File: config.mk
export PLATFORM = sky130hd
export DESIGN_NAME = dma_completion_tracker
export DESIGN_NICKNAME = d
export VERILOG_FILES = /design/src/rtl/dma_pkg.sv /design/src/rtl/dma_pending_queue.sv /design/src/rtl/ofs_plat_prim_fifo_bram.sv /design/src/rtl/dma_completion_tracker.sv
export SDC_FILE = /design/constraint.sdc
export NUM_CORES = 2
export LEC_CHECK = 0
export ABC_AREA = 1
export BUFFER_PORTS_ARGS = -buffer_cell sky130_fd_sc_hd__buf_2
export CORE_ASPECT_RATIO = 2
export CORE_MARGIN = 2
export CORE_UTILIZATION = 55
export DETAILED_ROUTE_END_ITERATION = 10
export PLACE_DENSITY = 0.71
export RECOVER_POWER = 50
export SKIP_CTS_REPAIR_TIMING = 1
export SLEW_MARGIN = 15
export SYNTH_ARGS = -nofsm -noshare
export SYNTH_HDL_FRONTEND = slang
export SYNTH_SLANG_ARGS = --single-unit
File: constraint.sdc
create_clock -name clk -period 5.6 [get_ports clk]
set_input_delay 0.56 -clock clk [delete_from_list [all_inputs] [get_ports clk]]
set_output_delay 0.56 -clock clk [all_outputs]
set_load 0.02 [all_outputs]
File: src/rtl/dma_pkg.sv
// rtl/dma_pkg.sv - shared types for the DMA completion tracker
// DMA_COMPLETION_TIMESTAMP_EN adds a 32-bit cycle timestamp to each completion record.
package dma_pkg;

  localparam int DMA_COMPLETION_SEQ_W = 8;
  localparam logic [1:0] DMA_RESP_OKAY = 2'b00;

  typedef struct packed {
`ifdef DMA_COMPLETION_TIMESTAMP_EN
    logic [31:0]                     timestamp;
`endif
    logic [DMA_COMPLETION_SEQ_W-1:0] seq;
    logic                            err;
    logic [1:0]                      resp_enc;
  } t_dma_completion;

endpackage

File: src/rtl/dma_pending_queue.sv
// rtl/dma_pending_queue.sv - register FIFO of accepted descriptors awaiting their B responses
module dma_pending_queue #(
  parameter int DEPTH = 32,
  parameter int WIDTH = 25
) (
  input  logic             clk,
  input  logic             reset_n,
  input  logic             i_push,
  input  logic [WIDTH-1:0] i_data,
  input  logic             i_pop,
  output logic [WIDTH-1:0] o_head,
  output logic             o_not_full,
  output logic             o_not_empty
);
  localparam int AW = $clog2(DEPTH);

  logic [WIDTH-1:0] r_mem [DEPTH];
  logic [AW-1:0]    r_wr_ptr;
  logic [AW-1:0]    r_rd_ptr;
  logic [AW:0]      r_count;
  logic             w_push;
  logic             w_pop;

  assign o_not_full  = (r_count != (AW+1)'(DEPTH));
  assign o_not_empty = (r_count != '0);
  assign w_push      = i_push & o_not_full;
  assign w_pop       = i_pop & o_not_empty;
  assign o_head      = r_mem[r_rd_ptr];

  always_ff @(posedge clk) begin
    if (w_push) r_mem[r_wr_ptr] <= i_data;
  end

  always_ff @(posedge clk or negedge reset_n) begin
    if (!reset_n) begin
      r_wr_ptr <= '0;
      r_rd_ptr <= '0;
      r_count  <= '0;
    end else begin
      if (w_push) r_wr_ptr <= r_wr_ptr + AW'(1);
      if (w_pop)  r_rd_ptr <= r_rd_ptr + AW'(1);
      r_count <= r_count + (AW+1)'(w_push) - (AW+1)'(w_pop);
    end
  end
endmodule

File: src/rtl/ofs_plat_prim_fifo_bram.sv
// rtl/ofs_plat_prim_fifo_bram.sv - completion record FIFO with registered full/empty flags
module ofs_plat_prim_fifo_bram #(
  parameter int N_DATA_BITS = 11,
  parameter int N_ENTRIES   = 64
) (
  input  logic                   clk,
  input  logic                   reset_n,
  input  logic [N_DATA_BITS-1:0] enq_data,
  input  logic                   enq_en,
  output logic                   notFull,
  output logic [N_DATA_BITS-1:0] first,
  input  logic                   deq_en,
  output logic                   notEmpty
);
  localparam int AW = $clog2(N_ENTRIES);

  logic [N_DATA_BITS-1:0] r_mem [N_ENTRIES];
  logic [AW-1:0]          r_wr_ptr;
  logic [AW-1:0]          r_rd_ptr;
  logic [AW:0]            r_count;
  logic [AW:0]            w_count_nxt;
  logic                   w_enq;
  logic                   w_deq;

  // A dequeue frees a slot in the same cycle, so a full FIFO still takes a push alongside a pop.
  assign w_deq       = deq_en & notEmpty;
  assign w_enq       = enq_en & (notFull | w_deq);
  assign w_count_nxt = r_count + (AW+1)'(w_enq) - (AW+1)'(w_deq);
  assign first       = r_mem[r_rd_ptr];

  always_ff @(posedge clk) begin
    if (w_enq) r_mem[r_wr_ptr] <= enq_data;
  end

  always_ff @(posedge clk or negedge reset_n) begin
    if (!reset_n) begin
      r_wr_ptr <= '0;
      r_rd_ptr <= '0;
      r_count  <= '0;
      notFull  <= 1'b1;
      notEmpty <= 1'b0;
    end else begin
      if (w_enq) r_wr_ptr <= r_wr_ptr + AW'(1);
      if (w_deq) r_rd_ptr <= r_rd_ptr + AW'(1);
      r_count  <= w_count_nxt;
      notFull  <= (w_count_nxt != (AW+1)'(N_ENTRIES));
      notEmpty <= (w_count_nxt != '0);
    end
  end
endmodule

File: src/rtl/dma_completion_tracker.sv
// rtl/dma_completion_tracker.sv - pairs B responses with pending descriptors and queues completion records
// DMA_COMPLETION_TIMESTAMP_EN stamps each record with a free-running cycle count.
module dma_completion_tracker
  import dma_pkg::*;
#(
  parameter int MAX_DESC_IN_FLIGHT = 32,
  parameter int RESP_FIFO_DEPTH    = 64,
  parameter int BURSTS_W           = 16
) (
  input  logic                                clk,
  input  logic                                reset_n,
  input  logic                                desc_valid,
  output logic                                desc_ready,
  input  logic [BURSTS_W-1:0]                 desc_num_bursts,
  input  logic                                desc_irq_en,
  input  logic                                bresp_valid,
  output logic                                bresp_ready,
  input  logic [1:0]                          bresp,
  output logic                                resp_valid,
  input  logic                                resp_rdack,
  output t_dma_completion                     resp_data,
  output logic                                resp_fifo_full,
  output logic                                resp_fifo_empty,
  output logic [$clog2(MAX_DESC_IN_FLIGHT):0] outstanding,
  output logic                                irq,
  input  logic                                irq_clear,
  output logic                                spurious_err
);
  localparam int SEQ_W  = DMA_COMPLETION_SEQ_W;
  localparam int PEND_W = BURSTS_W + 1 + SEQ_W;
  localparam int OUT_W  = $clog2(MAX_DESC_IN_FLIGHT) + 1;
  localparam int REC_W  = $bits(t_dma_completion);

  logic [SEQ_W-1:0]    r_seq;
  logic [BURSTS_W-1:0] r_beats_done;
  logic                r_err_seen;
  logic [1:0]          r_first_code;
  logic [OUT_W-1:0]    r_outstanding;
  logic                r_irq;
  logic                r_spurious;
  logic                w_desc_acc;
  logic                w_not_full;
  logic                w_not_empty;
  logic [PEND_W-1:0]   w_head;
  logic [BURSTS_W-1:0] w_head_bursts;
  logic                w_head_irq;
  logic [SEQ_W-1:0]    w_head_seq;
  logic                w_head_zero;
  logic                w_final_beat;
  logic                w_b_acc;
  logic                w_beat;
  logic                w_this_err;
  logic                w_done;
  logic                w_fifo_not_full;
  logic                w_fifo_not_empty;
  logic [REC_W-1:0]    w_fifo_first;
  t_dma_completion     w_rec;

  dma_pending_queue #(.DEPTH(MAX_DESC_IN_FLIGHT), .WIDTH(PEND_W)) u_pending (
    .clk        (clk),
    .reset_n    (reset_n),
    .i_push     (w_desc_acc),
    .i_data     ({desc_num_bursts, desc_irq_en, r_seq}),
    .i_pop      (w_done),
    .o_head     (w_head),
    .o_not_full (w_not_full),
    .o_not_empty(w_not_empty)
  );

  assign desc_ready = w_not_full;
  assign w_desc_acc = desc_valid & w_not_full;
  assign {w_head_bursts, w_head_irq, w_head_seq} = w_head;

  // A zero-burst head owns no B beats, so B traffic waits until it has retired.
  assign w_head_zero  = w_not_empty & (w_head_bursts == '0);
  assign w_final_beat = w_not_empty & ~w_head_zero & ((r_beats_done + BURSTS_W'(1)) == w_head_bursts);
  assign bresp_ready  = ~(resp_fifo_full & w_final_beat) & ~w_head_zero;
  assign w_b_acc      = bresp_valid & bresp_ready;
  assign w_beat       = w_b_acc & w_not_empty;
  assign w_this_err   = w_beat & (bresp != DMA_RESP_OKAY);
  assign w_done       = w_head_zero ? ~resp_fifo_full : (w_beat & w_final_beat);

`ifdef DMA_COMPLETION_TIMESTAMP_EN
  logic [31:0] r_timestamp;
  always_ff @(posedge clk or negedge reset_n) begin
    if (!reset_n) r_timestamp <= '0;
    else          r_timestamp <= r_timestamp + 32'd1;
  end
`endif

  always_comb begin
    w_rec          = '0;
    w_rec.seq      = w_head_seq;
    w_rec.err      = r_err_seen | w_this_err;
    w_rec.resp_enc = r_err_seen ? r_first_code : (w_this_err ? bresp : DMA_RESP_OKAY);
`ifdef DMA_COMPLETION_TIMESTAMP_EN
    w_rec.timestamp = r_timestamp;
`endif
  end

  always_ff @(posedge clk or negedge reset_n) begin
    if (!reset_n) begin
      r_seq         <= '0;
      r_beats_done  <= '0;
      r_err_seen    <= 1'b0;
      r_first_code  <= DMA_RESP_OKAY;
      r_outstanding <= '0;
      r_irq         <= 1'b0;
      r_spurious    <= 1'b0;
    end else begin
      if (w_desc_acc) r_seq <= r_seq + SEQ_W'(1);
      if (w_done) begin
        r_beats_done <= '0;
        r_err_seen   <= 1'b0;
        r_first_code <= DMA_RESP_OKAY;
      end else if (w_beat) begin
        r_beats_done <= r_beats_done + BURSTS_W'(1);
        r_err_seen   <= r_err_seen | w_this_err;
        if (w_this_err && !r_err_seen) r_first_code <= bresp;
      end
      if (w_desc_acc && !w_done)      r_outstanding <= r_outstanding + OUT_W'(1);
      else if (!w_desc_acc && w_done) r_outstanding <= r_outstanding - OUT_W'(1);
      if (w_b_acc && !w_not_empty) r_spurious <= 1'b1;
      if (w_done && w_head_irq) r_irq <= 1'b1;
      else if (irq_clear)       r_irq <= 1'b0;
    end
  end

  ofs_plat_prim_fifo_bram #(.N_DATA_BITS(REC_W), .N_ENTRIES(RESP_FIFO_DEPTH)) u_resp_fifo (
    .clk     (clk),
    .reset_n (reset_n),
    .enq_data(w_rec),
    .enq_en  (w_done),
    .notFull (w_fifo_not_full),
    .first   (w_fifo_first),
    .deq_en  (resp_rdack),
    .notEmpty(w_fifo_not_empty)
  );

  assign resp_fifo_full  = ~w_fifo_not_full;
  assign resp_fifo_empty = ~w_fifo_not_empty;
  assign resp_valid      = w_fifo_not_empty;
  assign resp_data       = w_fifo_not_empty ? t_dma_completion'(w_fifo_first) : '0;
  assign outstanding     = r_outstanding;
  assign irq             = r_irq;
  assign spurious_err    = r_spurious;
endmodule

### After elaboration in Yosys (flattened, before gate mapping)

Memories as Yosys holds them, arrays and structs flattened.
Cells that the tools add are included.

* multiplexer cells: 19
* bitwise gates (word level): 20
* order comparisons: 0
* eq/ne operators: 3
* $add $sub $neg: 12
* divide/modulo/power cells: 0
* reduce and logical (&&, ||, !) cells: 18
* multiply operators: 0
* shifts and indexed selects: 0

Operator list (count)
* $mux 16: 2
* $add 6x1->6 const B: 3
* $add 16x1->16 const B: 1
* $eq 16x16->1: 1
* $logic_not 16->1: 1
* $and 1x1->1: 14
* $mux 6: 2
* $mux 11: 1
* $add 5x1->5 const B: 2
* $mux 2: 5
* $reduce_bool 2->1: 5
* $mux 1: 9
* $add 8x1->8 const B: 1
* $add 7x1->7: 1
* $ne 7x7->1 const B: 1
* $reduce_bool 7->1: 1
* $sub 7x1->7: 1
* $add 6x1->6: 1
* $ne 6x6->1 const B: 1
* $reduce_bool 6->1: 1
* $sub 6x1->6: 1
* $sub 6x1->6 const B: 1
* $logic_and 1x1->1: 5
* $logic_not 1->1: 4
* other kinds (3): 7

* latch bits: 0
* register bits after elaboration: 72
* output and inout bits: 24
* memory bits (writable): 1504
* memories kept: 2
* ROM bits: 0

Memory list
* u_pending.r_mem: words 32, bits a word 25, read ports 1, clocked after Yosys merged registers in 0, wr ports 1, RTL line dma_pending_queue.sv:17 `logic [WIDTH-1:0] r_mem [DEPTH];`
* u_resp_fifo.r_mem: words 64, bits a word 11, read ports 1, clocked after Yosys merged registers in 0, wr ports 1, RTL line ofs_plat_prim_fifo_bram.sv:17 `logic [N_DATA_BITS-1:0] r_mem [N_ENTRIES];`

### Longest topological paths before layout

An unclocked memory read counts as a cell.

* depth after elaboration: 17
* gate-level depth with buffers: 33
* gate-level depth less buffers: 28

### Modules after synthesis

A second synthesis with hierarchy kept.

* cell total of the unflattened synthesis: 6513
* area total of the unflattened synthesis: 68371.8 µm²

By module, submodules not included
* dma_pending_queue: instances 1, sequential area each 24423.4 µm², area an instance 34749.6 µm², cells an instance 3210
* ofs_plat_prim_fifo_bram: instances 1, sequential area each 21667.0 µm², area an instance 30934.7 µm², cells an instance 2910
* dma_completion_tracker: instances 1, sequential area each 875.8 µm², area an instance 2687.6 µm², cells an instance 393

### Least setup slack after synthesis

OpenSTA, ideal clock, no wires.

* path type: register -> register
* start: reg u_pending.r_rd_ptr[0]
* end: mem u_resp_fifo.r_mem[0][2], data pin
* path slack: 1.369 ns
* stages on the path, launching flop included: 20
* setup time: 0.522 ns
* data arrival time: 3.709 ns
* cells stage by stage: dfrtp_1 > buf_4 > inv_2 > buf_6 > buf_6 > buf_2 > nand2_1 > nand3_1 > nand3_1 > nand3_1 > nand2_1 > nand2_1 > nand2_1 > nor2_1 > nand2_1 > nor2_4 > nor2_1 > nand4_2 > nand4_4 > o21ai_1

* longest elaborated chain between the ends: 13

RTL lines
* start, declared: RTL line dma_pending_queue.sv:19 `logic [AW-1:0] r_rd_ptr;`
* start signal, assigned: RTL line dma_pending_queue.sv:41 `if (w_pop) r_rd_ptr <= r_rd_ptr + AW'(1);`
* $mem_v2 32x25 *
* $logic_not 16->1: RTL line dma_completion_tracker.sv:75 `assign w_head_zero = w_not_empty & (w_head_bursts == '0);`
* $and 1x1->1: RTL line dma_completion_tracker.sv:75
* $not 1->1: RTL line dma_completion_tracker.sv:76, dma_completion_tracker.sv:77
* $and 1x1->1 (2 in series): RTL line dma_completion_tracker.sv:76 `assign w_final_beat = w_not_empty & ~w_head_zero & ((r_beats_done + BURSTS_W'(1)) == w_head_bursts);`
* $and 1x1->1: RTL line dma_completion_tracker.sv:77 `assign bresp_ready = ~(resp_fifo_full & w_final_beat) & ~w_head_zero;`
* $not 1->1: RTL line dma_completion_tracker.sv:77
* $and 1x1->1 *: RTL line dma_completion_tracker.sv:77
* $and 1x1->1 *: RTL line dma_completion_tracker.sv:78 `assign w_b_acc = bresp_valid & bresp_ready;`
* $and 1x1->1 *: RTL line dma_completion_tracker.sv:79 `assign w_beat = w_b_acc & w_not_empty;`
* $and 1x1->1 *: RTL line dma_completion_tracker.sv:80 `assign w_this_err = w_beat & (bresp != DMA_RESP_OKAY);`
* $or 1x1->1 *: RTL line dma_completion_tracker.sv:94 `w_rec.err = r_err_seen | w_this_err;`
* via u_resp_fifo.enq_data[2]: RTL line ofs_plat_prim_fifo_bram.sv:8 `input logic [N_DATA_BITS-1:0] enq_data,`
* end, declared: RTL line ofs_plat_prim_fifo_bram.sv:17

The timed path passes the listed nets; every way through them passes the cells marked *.

### Worst setup path after layout

* start: reg u_pending.r_count[2]
* end: mem u_pending.r_mem[7][0], enable pin

* longest elaborated chain between the ends: 5

RTL lines
* start, declared: RTL line dma_pending_queue.sv:20 `logic [AW:0] r_count;`
* start signal, assigned: RTL line dma_pending_queue.sv:42 `r_count <= r_count + (AW+1)'(w_push) - (AW+1)'(w_pop);`
* $ne 6x6->1 *: RTL line dma_pending_queue.sv:24 `assign o_not_full = (r_count != (AW+1)'(DEPTH));`
* $and 1x1->1: RTL line dma_completion_tracker.sv:71 `assign w_desc_acc = desc_valid & w_not_full;`
* $and 1x1->1 *: RTL line dma_pending_queue.sv:26 `assign w_push = i_push & o_not_full;`
* $mux 1 *: RTL line dma_pending_queue.sv:31 `if (w_push) r_mem[r_wr_ptr] <= i_data;`
* $mux 1 (implied by the code) *: RTL line dma_pending_queue.sv:31
* end, declared: RTL line dma_pending_queue.sv:17

Every way passes the cells marked *; elsewhere a longest branch is shown, timed or not.

==> flow_summary.ini <==
[place]
port_buffers = 48
place.gp.congestion = 1.02
dp_hpwl_um = 107000

[synthesis]
synth_nets = 5226
async_flop_share = 0.0457
yosys.cell_types.count = 47
ys.flop_type = edfxtp_1
syn-cell-area_um2 = 64200
syn_inst = 5168
synth-seq-cells = 1576
yosysSeqAreaShare = 0.732
synth_edf_count = 1504
ys.warnings.count = 0
syn_area_per_cell_um2 = 12.4

[global_routing]
grt_max_degree = 150
grt_use_total = 0.293
grt_antenna_before_repair = 1
grt_first_pass_wirelength_um = 256000
grt-ovfl-total = 0
grt_pass1_vias = 41428

[timing]
finalSetupViolCount = 0
finalSetupTns_ns = 0
period_needed_ns = 5.45
max-slew-margin-rel = -1.45
whs_ns = 0.117
finalMaxSlewViolations = 856
tightest_slew_ns = 3.66
clock-skew-final_ns = 0.0301
fmax_mhz = 184
finalCritPeriodShare = 0.973
rsz0062_at_grt = no
hold_viol = 0

[floorplanning]
io_pins = 49
core_area_um2 = 116000
die_x_um = 246
dieArea_um2 = 120000
start_util = 0.553
fp-row-count = 177
die_h_um = 487

[worst_setup_path]
cp-end-kind = flop
arrival_ns = 5.90
worst-endpoint-required_ns = 6.05
rr_endpoint = u_pending.r_mem[7][0]
r2r_start = u_pending.r_count[2]
reg2reg_slack_ns = 0.15
crit_type = reg -> reg
setup.worst_path.end = u_pending.r_mem[7][0]
startpoint_type = flop
worstPathMaxFanout = 18
crit_start = u_pending.r_count[2]
r2r_cells = 8

[finish]
area_growth_pct = 10.7
nets = 5283
drive_gt1_frac = 0.0812

[drt]
drtPass1Iterations = 6
drc_errors = 0
drt-initial-drc-count = 4036
num_vias = 41766
wl_um = 175000
ant_nets = 0
vias_per_cell = 6.09
routedWlPerCell_um = 25.6

[flow_run]
maxCapViolations = 39

[cts]
htree_levels = 4
clk_latency_ns = 0.79
tritoncts = built
numCtsBuffers = 134
clk_pin_slew_ns = 0.07
clockRootBuffer = clkbuf_16
clockBufferDepth = 3
clock-sinks = 1576

[pwr]
ir_worst_vdd_mv = 1.29
p_leak_nw = 24.6
powerDensity_nw_per_um2 = 424

[run_status]
status = complete, but fails checks
violations = max-capacitance violations, max-slew violations

[worst_hold_path]
hold_path.class = in -> reg
==> final cells by class <==
type,count,area (um^2)
Clock inverter,72,885
Tap cell,1521,1900
Clock buffer,172,3610
Sequential cell,1576,47000
Inverter,180,698
Multi-Input combinational cell,3104,15300
Antenna cell,1,2.50
Timing Repair Buffer,229,1690
Fill cell,8917,45000
==> synthesized netlist by cell type, types with 3 or more instances <==
cell type | instances | area share
a21oi_1 | 112 | 0.0087
nor2_2 | 9 | 0.00088
nand3_1 | 378 | 0.029
inv_1 | 171 | 0.010
buf_4 | 13 | 0.0015
o211ai_1 | 26 | 0.0030
nand4_1 | 16 | 0.0016
dfrtp_1 | 71 | 0.028
o221ai_1 | 100 | 0.014
nand2_1 | 888 | 0.052
clkinv_1 | 5 | 0.00029
mux2i_1 | 73 | 0.011
fa_1 | 3 | 0.00094
a31oi_1 | 3 | 0.00029
buf_1 | 30 | 0.0018
clkbuf_1 | 214 | 0.013
buf_6 | 9 | 0.0016
xor2_1 | 40 | 0.0055
o32ai_1 | 103 | 0.014
buf_2 | 42 | 0.0033
nor3_1 | 17 | 0.0013
o22ai_1 | 39 | 0.0038
a22oi_1 | 6 | 0.00070
o21ai_0 | 391 | 0.030
xnor2_1 | 6 | 0.00082
edfxtp_1 | 1504 | 0.70
ha_1 | 30 | 0.0058
o21ai_1 | 13 | 0.0010
nor2_1 | 829 | 0.048
inv_2 | 4 | 0.00023
==> where the power goes <==
group	total, mW	leakage [nW]	internal, mW	switching, mW
sequential	14.3	14.3	13.7	0.588
clock	9.60	2.17	5.39	4.21
combinational	6.22	8.14	1.80	4.42
total	30.1	24.6	20.9	9.22
==> registers in the layout (all words and copies together), names as in the netlist, 2 cells and up <==
name / cells
u_resp_fifo.r_rd_ptr: 6
u_resp_fifo.r_wr_ptr: 6
u_pending.r_mem: 800
outstanding: 6
r_seq: 8
u_resp_fifo.r_count: 7
r_beats_done: 16
u_pending.r_wr_ptr: 5
r_first_code: 2
u_resp_fifo.r_mem: 704
u_pending.r_rd_ptr: 5
u_pending.r_count: 6
==> through the flow <==
| stage | area [um^2] | utilization | power, mW | instances | worst slack, ns |
|---|---|---|---|---|---|
| after detailed placement | 66900 | 0.576 | 20.7 | 6608 | 0.652 |
| after CTS | 71300 | 0.615 | 30.2 | 6852 | 0.622 |
| after floorplan | 64200 | - | 18.3 | 5168 | 1.37 |
| final | 71100 | 0.612 | 30.1 | 6855 | 0.153 |
| after global routing | 71100 | 0.612 | 31.2 | 6855 | 0.179 |
| after global placement | 66900 | 0.576 | 20.6 | 6608 | 0.653 |
==> critical path: stages (launching register included) <==
cell and delay [ns]:
dfrtp_1 0.35, inv_1 0.06, ha_1 0.22, nand4_1 0.21, nand2_1 0.36, nor2_1 0.32
inv_1 0.22, nor2_1 2.70, clkbuf_2 0.65
==> worst min-delay path by stage <==
stage,from,end,slack [ns],cells after the start
after floorplan,reset_n,irq,0.26,0
after global placement,reset_n,r_seq[0],0.36,1
after detailed placement,reset_n,r_seq[0],0.37,1
after CTS,reset_n,r_seq[0],-0.47,1
after global routing,bresp[1],r_first_code[1],0.1,3
final,bresp[0],r_first_code[0],0.12,3
==> metal layers <==
layer	track usage	part of all wire	up-vias
met3	0.0425	0.061	619
met5	0	0	-
met1	0.312	0.33	20497
met4	0.224	0.088	0
met2	0.521	0.52	2001
li1	-	-	18649
==> cell usage in the layout (no fill, tap or decap), types with 4 or more instances in the layout <==
cell type	instances
nand2_1	885
clkbuf_16	137
o221ai_1	100
o211ai_1	26
nand3_1	378
clkinv_8	4
nand4_1	16
nor3_1	17
clkinv_2	21
bufinv_16	17
inv_6	10
buf_4	142
xnor2_1	6
o32ai_1	103
o22ai_1	39
clkbuf_8	5
clkinv_1	14
o21ai_1	12
xor2_1	40
a21oi_1	112
a22oi_1	6
o21ai_0	391
edfxtp_1	1504
inv_1	162
buf_12	16
nor2_2	9
inv_2	10
dfrtp_1	66
ha_1	30
clkbuf_1	78
clkinvlp_4	9
nor2_4	9
nor2_1	822
dfrtp_4	4
mux2i_1	73
buf_2	18
==> cells by family (layout without fill, tap and decap cells) <==
family / after synthesis / in the layout / synth area share
buffers and inverters: 488 / 653 / 0.0312
AO/OA/AOI/OAI: 799 / 799 / 0.0765
AND/OR/NAND/NOR: 2153 / 2153 / 0.136
flip-flops: 1576 / 1576 / 0.732
multiplexers: 73 / 73 / 0.0114
adder cells (fa/ha/maj): 33 / 33 / 0.00678
XOR/XNOR: 46 / 46 / 0.00628
other: 0 / 1 / 0
Note: power is estimated with default switching activity, not from simulation.
